[config.mk]
export PLATFORM = sky130hd
export DESIGN_NAME = vector_lane_sequencer
export DESIGN_NICKNAME = d
export VERILOG_FILES = /design/src/rtl/vector_lane_sequencer.sv
export SDC_FILE = /design/constraint.sdc
export NUM_CORES = 2
export LEC_CHECK = 0
export ABC_AREA = 0
export CORE_AREA = 10 10 398 400
export CTS_CLUSTER_SIZE = 12
export DETAILED_ROUTE_END_ITERATION = 8
export DIE_AREA = 0 0 408 410
export PLACE_DENSITY_LB_ADDON = 0.08
export REMOVE_ABC_BUFFERS = 1
export SLEW_MARGIN = 20
export SYNTH_ARGS = -nofsm -noshare
export SYNTH_HDL_FRONTEND = slang
export SYNTH_HIERARCHICAL = 1
export SYNTH_SLANG_ARGS = --single-unit
[constraint.sdc]
create_clock -name clk -period 15.2 [get_ports clk]
set_input_delay 3.04 -clock clk [delete_from_list [all_inputs] [get_ports clk]]
set_output_delay 3.04 -clock clk [all_outputs]
set_load 0.05 [all_outputs]
[src/rtl/vector_lane_sequencer.sv]
// Vector integer execution sequencer: accepts one vector-vector op, runs LANE_NUM
// elements per cycle over ceil(vl/LANE_NUM) cycles, then presents the assembled vd.

module vls_lane_alu #(
  parameter int LEN = 32
) (
  input  logic [2:0]     op_i,
  input  logic [LEN-1:0] a_i,
  input  logic [LEN-1:0] b_i,
  output logic [LEN-1:0] res_o
);
  localparam int SHW = $clog2(LEN);

  logic [SHW-1:0] sh;
  assign sh = b_i[SHW-1:0];

  always_comb begin
    case (op_i)
      3'd0:    res_o = a_i + b_i;
      3'd1:    res_o = a_i - b_i;
      3'd2:    res_o = a_i & b_i;
      3'd3:    res_o = a_i | b_i;
      3'd4:    res_o = a_i ^ b_i;
      3'd5:    res_o = a_i << sh;
      3'd6:    res_o = a_i >> sh;
      default: res_o = LEN'($signed(a_i) >>> sh);
    endcase
  end
endmodule

module vector_lane_sequencer #(
  parameter int LEN              = 32,
  parameter int VECTOR_SIZE      = 8,
  parameter int ENTRY_INDEX_SIZE = 3,
  parameter int LANE_NUM         = 2
) (
  input  logic                          clk,
  input  logic                          rst,
  input  logic                          in_valid,
  output logic                          in_ready,
  input  logic [2:0]                    in_op,
  input  logic [ENTRY_INDEX_SIZE:0]     in_vl,
  input  logic                          in_vm,
  input  logic [VECTOR_SIZE-1:0]        in_mask,
  input  logic [VECTOR_SIZE*LEN-1:0]    in_vs1,
  input  logic [VECTOR_SIZE*LEN-1:0]    in_vs2,
  input  logic [VECTOR_SIZE*LEN-1:0]    in_old_vd,
  output logic                          out_valid,
  input  logic                          out_ready,
  output logic [VECTOR_SIZE*LEN-1:0]    out_vd,
  output logic                          busy
);
  localparam int EIS = ENTRY_INDEX_SIZE;
  localparam logic [1:0] S_IDLE = 2'd0;
  localparam logic [1:0] S_EXEC = 2'd1;
  localparam logic [1:0] S_DONE = 2'd2;
  localparam logic [EIS:0] STEP  = (EIS+1)'(LANE_NUM);
  localparam logic [EIS:0] VSMAX = (EIS+1)'(VECTOR_SIZE);

  logic [1:0]                        state_q, state_d;
  logic [2:0]                        op_q;
  logic                              vm_q;
  logic [VECTOR_SIZE-1:0]            mask_q;
  logic [VECTOR_SIZE-1:0][LEN-1:0]   vs1_q, vs2_q, vd_q, vd_d;
  logic [EIS:0]                      vl_q, idx_q, idx_d, vl_in_eff;
  logic                              accept;

  logic [LANE_NUM-1:0][EIS:0]        lane_pos;
  logic [LANE_NUM-1:0][EIS-1:0]      lane_sel;
  logic [LANE_NUM-1:0][LEN-1:0]      lane_res;
  logic [LANE_NUM-1:0]               lane_we;

  assign in_ready  = (state_q == S_IDLE);
  assign out_valid = (state_q == S_DONE);
  assign busy      = (state_q != S_IDLE);
  assign out_vd    = vd_q;
  assign accept    = in_valid && (state_q == S_IDLE);
  assign vl_in_eff = (in_vl > VSMAX) ? VSMAX : in_vl;

  // Lanes past vl_eff in the last partial group are gated off by lane_we.
  for (genvar l = 0; l < LANE_NUM; l++) begin : g_lane
    assign lane_pos[l] = idx_q + (EIS+1)'(l);
    assign lane_sel[l] = lane_pos[l][EIS-1:0];
    assign lane_we[l]  = (lane_pos[l] < vl_q) && (vm_q || mask_q[lane_sel[l]]);
    vls_lane_alu #(.LEN(LEN)) u_alu (
      .op_i  (op_q),
      .a_i   (vs2_q[lane_sel[l]]),
      .b_i   (vs1_q[lane_sel[l]]),
      .res_o (lane_res[l])
    );
  end

  always_comb begin
    state_d = state_q;
    idx_d   = idx_q;
    vd_d    = vd_q;
    case (state_q)
      S_IDLE: if (accept) begin
        vd_d    = in_old_vd;
        idx_d   = '0;
        state_d = (vl_in_eff == '0) ? S_DONE : S_EXEC;
      end
      S_EXEC: begin
        for (int l = 0; l < LANE_NUM; l++)
          if (lane_we[l]) vd_d[lane_sel[l]] = lane_res[l];
        idx_d = idx_q + STEP;
        if (idx_q + STEP >= vl_q) state_d = S_DONE;
      end
      S_DONE: if (out_ready) state_d = S_IDLE;
      default: state_d = S_IDLE;
    endcase
  end

  always_ff @(posedge clk) begin
    if (rst) begin
      state_q <= S_IDLE;
      idx_q   <= '0;
      vd_q    <= '0;
      op_q    <= '0;
      vm_q    <= 1'b0;
      mask_q  <= '0;
      vs1_q   <= '0;
      vs2_q   <= '0;
      vl_q    <= '0;
    end else begin
      state_q <= state_d;
      idx_q   <= idx_d;
      vd_q    <= vd_d;
      if (accept) begin
        op_q   <= in_op;
        vm_q   <= in_vm;
        mask_q <= in_mask;
        vs1_q  <= in_vs1;
        vs2_q  <= in_vs2;
        vl_q   <= vl_in_eff;
      end
    end
  end
endmodule
### Yosys cells after proc, flatten, opt, wreduce, memory -nomap -nowiden

Cells that the tools add are included.
Widths: inputs -> output; s select.

* flip-flop bits (word level): 790
* output and inout bits: 259
* bits of input ports: 788

* muxes and demuxes: 33
* $add $sub $neg: 6
* bitwise operators: 6
* reduce and logical (&&, ||, !) cells: 14
* eq/ne operators: 11
* magnitude comparators: 8
* shift operators: 6

Operator list (number)
* $mux 256: 4
* $bwmux 256: 2
* $pmux 256 s2: 1
* $pmux 32 s7: 2
* $bmux 32 s3: 4
* $demux 32 s3: 2
* $mux 32: 6
* $add 32x32->32: 2
* $and 32x32->32: 2
* $or 32x32->32: 2
* $shl 32x5->32: 2
* $shr 32x5->32: 2
* $sshr 32x5->32: 2
* $sub 32x32->32: 2
* $xor 32x32->32: 2
* $eq 3x3->1 const B: 3
* $lt 3x4->1 const B: 2
* $lt 4x4->1: 2
* $mux 2: 4
* $mux 4: 2
* $pmux 4 s2: 1
* $bmux 1 s3: 2
* $eq 3x2->1 const B: 2
* $ge 3x1->1 const B: 2
* other kinds (19): 27

### Longest topological paths before layout

* word-level depth: 10
* gate-level depth with buffers: 30

### Cells and area by module

The synthesis kept the hierarchy.

Modules (own cells, without submodules)
* vector_lane_sequencer: times used 1, cells each 4533, seq. area each 15795.1 um^2, area an instance 37081.8 um^2
* vls_lane_alu: times used 2, cells each 1258, seq. area each 0.0 um^2, area an instance 8629.5 um^2

### Worst setup path before layout

Ideal clock, no wire load.

* kind: reg-to-reg
* from: register idx_q[1]
* to: register vd_q (netlist bit out_vd[155])
* path slack: 9.151 ns
* arrival time: 5.987 ns
* cell stages (with the launch flop): 26
* clock period less this slack: 6.049 ns
* cells stage by stage: dfxtp_1 buf_4 buf_2 buf_2 mux4_2 buf_6 inv_4 buf_4 buf_2 ha_1 nor2b_1 nand2_1 or4_1 o41ai_2 xnor2_1 ha_1 nand4_1 a2111oi_0 o31ai_1 a41oi_1 o22ai_1 xnor2_1 a22o_1 or4b_1 or3_1 nand3_1

RTL lines
* from (decl): line 65 `logic [EIS:0] vl_q, idx_q, idx_d, vl_in_eff;`
* from (signal assigned): line 127 `idx_q <= idx_d;`
* to (signal assigned): line 128 `vd_q <= vd_d;`
* to (decl): line 64 `logic [VECTOR_SIZE-1:0][LEN-1:0] vs1_q, vs2_q, vd_q, vd_d;`

==> results.toml <==
[clock_network]
cts_root_buffer = "clkbuf_16"
hold_buffers = 0
clk_pin_slew_ns = 0.06
clockBufferDepth = 3
postCtsSetupBuffers = 0
numCtsBuffers = 94
htree_levels = 3
clock_latency_ns = 0.72
postCtsResizedCells = 0
tritoncts = "built"
clock_sinks = 789

[route]
drt_iter0_markers = 6521
totalWireLength_mm = 286
num_vias = 58291
first_pass_iters = 9
vias_per_cell = 5.95
antenna_left = 0
highest_layer = "met5"
wl_met1_mm = 125
detailroute.wirelength.met2_mm = 124
drc = 0
wl_met3_mm = 26.7
detail_route.wl_per_cell_microns = 29.2

[final_layout]
design_area_sq_um = 68500
layout_commonest_cell = "nand2_1"
layout_common_cells = "nand2_1, clkdlybuf4s50_1, a21oi_1"
fillers = 15421
synthToLayoutAreaGrowth_pct = 26.0
drive_above_1_share_pct = 7.87
nNetsFinal = 8658

[timing]
fmax_mhz = 128
slew_headroom_pct = 22.1
tightest_slew_ns = 1.17
fin_setup_tns_ns = 0
skew_ns = 0.0381
finalMaxSlewViolations = 0
rsz0062_at_grt = "no"
fin_ws_ns = 7.39
holdWs_ns = 0.449
setup_viol = 0
fin_crit_ns = 7.81
final-hold-violation-count = 0
fin_crit_sh_pct = 51.4

[floorplanning]
fp.dieW_microns = 408
start_util_pct = 36.0
rows = 143
io_pins = 1047
core_area_sq_um = 151000
dieArea_sq_um = 167000
die-height_microns = 410

[power]
p_leak_uw = 0.0252
power_density_nw_per_um2 = 131
max-vdd-ir-drop_mv = 0.0790

[worst_setup_path]
rrSetupSlack_ns = 7.39
start_kind = "flip-flop"
crit_fanout = 61
slowest_delay_ns = 0.75
crit_chain = "buf_4 -> buf_4 -> mux4_2 -> buf_4 -> nor2_1 -> nand2_2 -> nor3_4 -> a21oi_1 -> xnor2_1 -> ha_1 -> nand4_1 -> a2111oi_0 -> o31ai_1 -> a41oi_1 -> o22ai_1 -> xnor2_1 -> a22o_1 -> or4b_1 -> or3_1 -> nand3_1"
reg2reg_to = "out_vd[91]$_SDFFE_PP0P_"
cpLargestDelayFamily = "simple AND/OR/NAND/NOR gates"
path_buf_inv = 3
arrival_ns = 8.45
slowest_stage = "dfxtp_4"
cp.required_ns = 15.83
reg2reg_from = "idx_q[1]$_SDFFE_PP0P_"
rr_worst_depth = 20
critPathKind = "flip-flop to flip-flop"
end_kind = "flip-flop"
cp_common_cell = "buf_4"

[placed_design]
gp_congestion = 0.996
place_ws_ns = 7.47
place_area_sq_um = 65300
dp_hpwl_mm = 213
port_buffers = 1046

[worst_hold_path]
hold_end = "vs1_q[99]$_SDFFE_PP0P_"
holdPathStages = 2
worstHoldStart = "vs1_q[99]$_SDFFE_PP0P_"
hold_class = "flip-flop to flip-flop"

[yosys]
synth_area_leaders = "dfxtp_1, a21oi_1, nand2_1"
ys_warn_count = 6
ys_ff_latch = 789
yosys.area.top_type_share_pct = 29.1
syn_area_per_cell_sq_um = 7.71
synth-seq-area-share_pct = 29.1
postSynthCellCount = 7049
synthFlopType = "dfxtp_1"
synth_edf_count = 0
synthesis.area_sq_um = 54300
ys_async_sr_fraction_pct = 0
synth_area_leader_cell = "dfxtp_1"
synth_cell_type_count = 103

[status]
run_status = "complete, no violations"

[global_route]
grt_use_total_pct = 32.0
grt_pass1_wl_mm = 406
grt_pass1_vias = 54576
overflow = 0
antenna_found_initial = 86
grt_max_degree = 174

[job]
maxCapViolations = 0
==> logic make-up (layout without fill, tap and decap cells) <==
logic type                 after synthesis  in the layout  share of synthesized area, %
and+or+nand+nor                       2759           2759                          23.4
AOI/OAI and AO/OA                     2018           2018                          23.0
adders and majority gates              213            213                          4.93
DFF                                    789            789                          29.1
other                                    0             42                             0
muxes                                  350            350                          11.0
buffers and inverters                  815           1495                          6.87
xor gates and xnor gates               105            105                          1.69
==> Yosys cell counts, drive strengths merged, types with 38 or more instances <==
| cell | count |
|---|---|
| o21ai | 275 |
| nor2 | 478 |
| a21o | 44 |
| ha | 211 |
| and3 | 41 |
| inv | 155 |
| dfxtp | 789 |
| or3 | 276 |
| nor3b | 133 |
| a211oi | 54 |
| clkbuf | 292 |
| mux2i | 119 |
| nand3 | 270 |
| mux2 | 43 |
| mux4 | 188 |
| a22o | 117 |
| a31oi | 63 |
| a21oi | 1053 |
| o31ai | 120 |
| nand2 | 1351 |
| nand4 | 54 |
| o211ai | 38 |
| xnor2 | 94 |
| buf | 362 |
==> worst min-delay path: cells and delay by family, from the launching register on <==
| family | cells | cell delay [ns] |
|---|---|---|
| flops | 1 | 0.30 |
| simple gates | 1 | 0.05 |
| compound gates | 1 | 0.05 |
==> power by group <==
part / total [uW] / leakage (uW) / switching [uW] / internal [uW]
Combinational: 4250 / 0.0172 / 2880 / 1370
Clock: 2290 / 0.00153 / 965 / 1320
Sequential: 2450 / 0.00649 / 153 / 2300
Total: 8990 / 0.0252 / 4000 / 4990
==> per-layer routing <==
metal	vias to the layer above	track usage [%]
li1	26481	-
met1	28555	44.0
met2	2738	48.0
met3	463	8.35
met4	54	11.4
met5	-	0
==> area by class of cell <==
| type | instances | area, sq um | area share (%) |
|---|---|---|---|
| repair buffers | 1166 | 11400 | 16.6 |
| diodes | 42 | 105 | 0.153 |
| well taps | 2030 | 2540 | 3.71 |
| multi-input cells | 5445 | 34900 | 51.0 |
| clock buffers | 147 | 2850 | 4.17 |
| flip-flops and latches | 789 | 15800 | 23.1 |
| inverters | 161 | 609 | 0.890 |
| clock inverters | 21 | 240 | 0.351 |
==> worst max-delay path by stage <==
stage | from | to | slack [ns] | depth (start not counted)
floorplan | in_valid | out_vd[100]$_SDFFE_PP0P_ | -4.21 | 4
global placement | idx_q[1]$_SDFFE_PP0P_ | out_vd[91]$_SDFFE_PP0P_ | 7.50 | 20
detailed placement | idx_q[1]$_SDFFE_PP0P_ | out_vd[91]$_SDFFE_PP0P_ | 7.47 | 20
CTS | idx_q[1]$_SDFFE_PP0P_ | out_vd[91]$_SDFFE_PP0P_ | 7.42 | 20
global route | idx_q[1]$_SDFFE_PP0P_ | out_vd[155]$_SDFFE_PP0P_ | 7.12 | 20
finish | idx_q[1]$_SDFFE_PP0P_ | out_vd[91]$_SDFFE_PP0P_ | 7.39 | 20
==> registers in the layout, summed over array words and instances (netlist names) <==
| signal | count |
|---|---|
| vs2_q | 256 |
| state_q | 2 |
| idx_q | 3 |
| mask_q | 8 |
| vm_q | 1 |
| vl_q | 4 |
| out_vd | 256 |
| vs1_q | 256 |
| op_q | 3 |
==> metrics by stage <==
step | instances | utilization (%) | total power (uW)
after floorplan | 6395 | - | 5020
after global placement | 9591 | 43.3 | 6640
after detailed placement | 9591 | 43.3 | 6640
after CTS | 9759 | 45.3 | 8940
after global routing | 9789 | 45.4 | 9340
final | 9801 | 45.4 | 8990
Note: power is estimated with default switching activity, not from simulation.
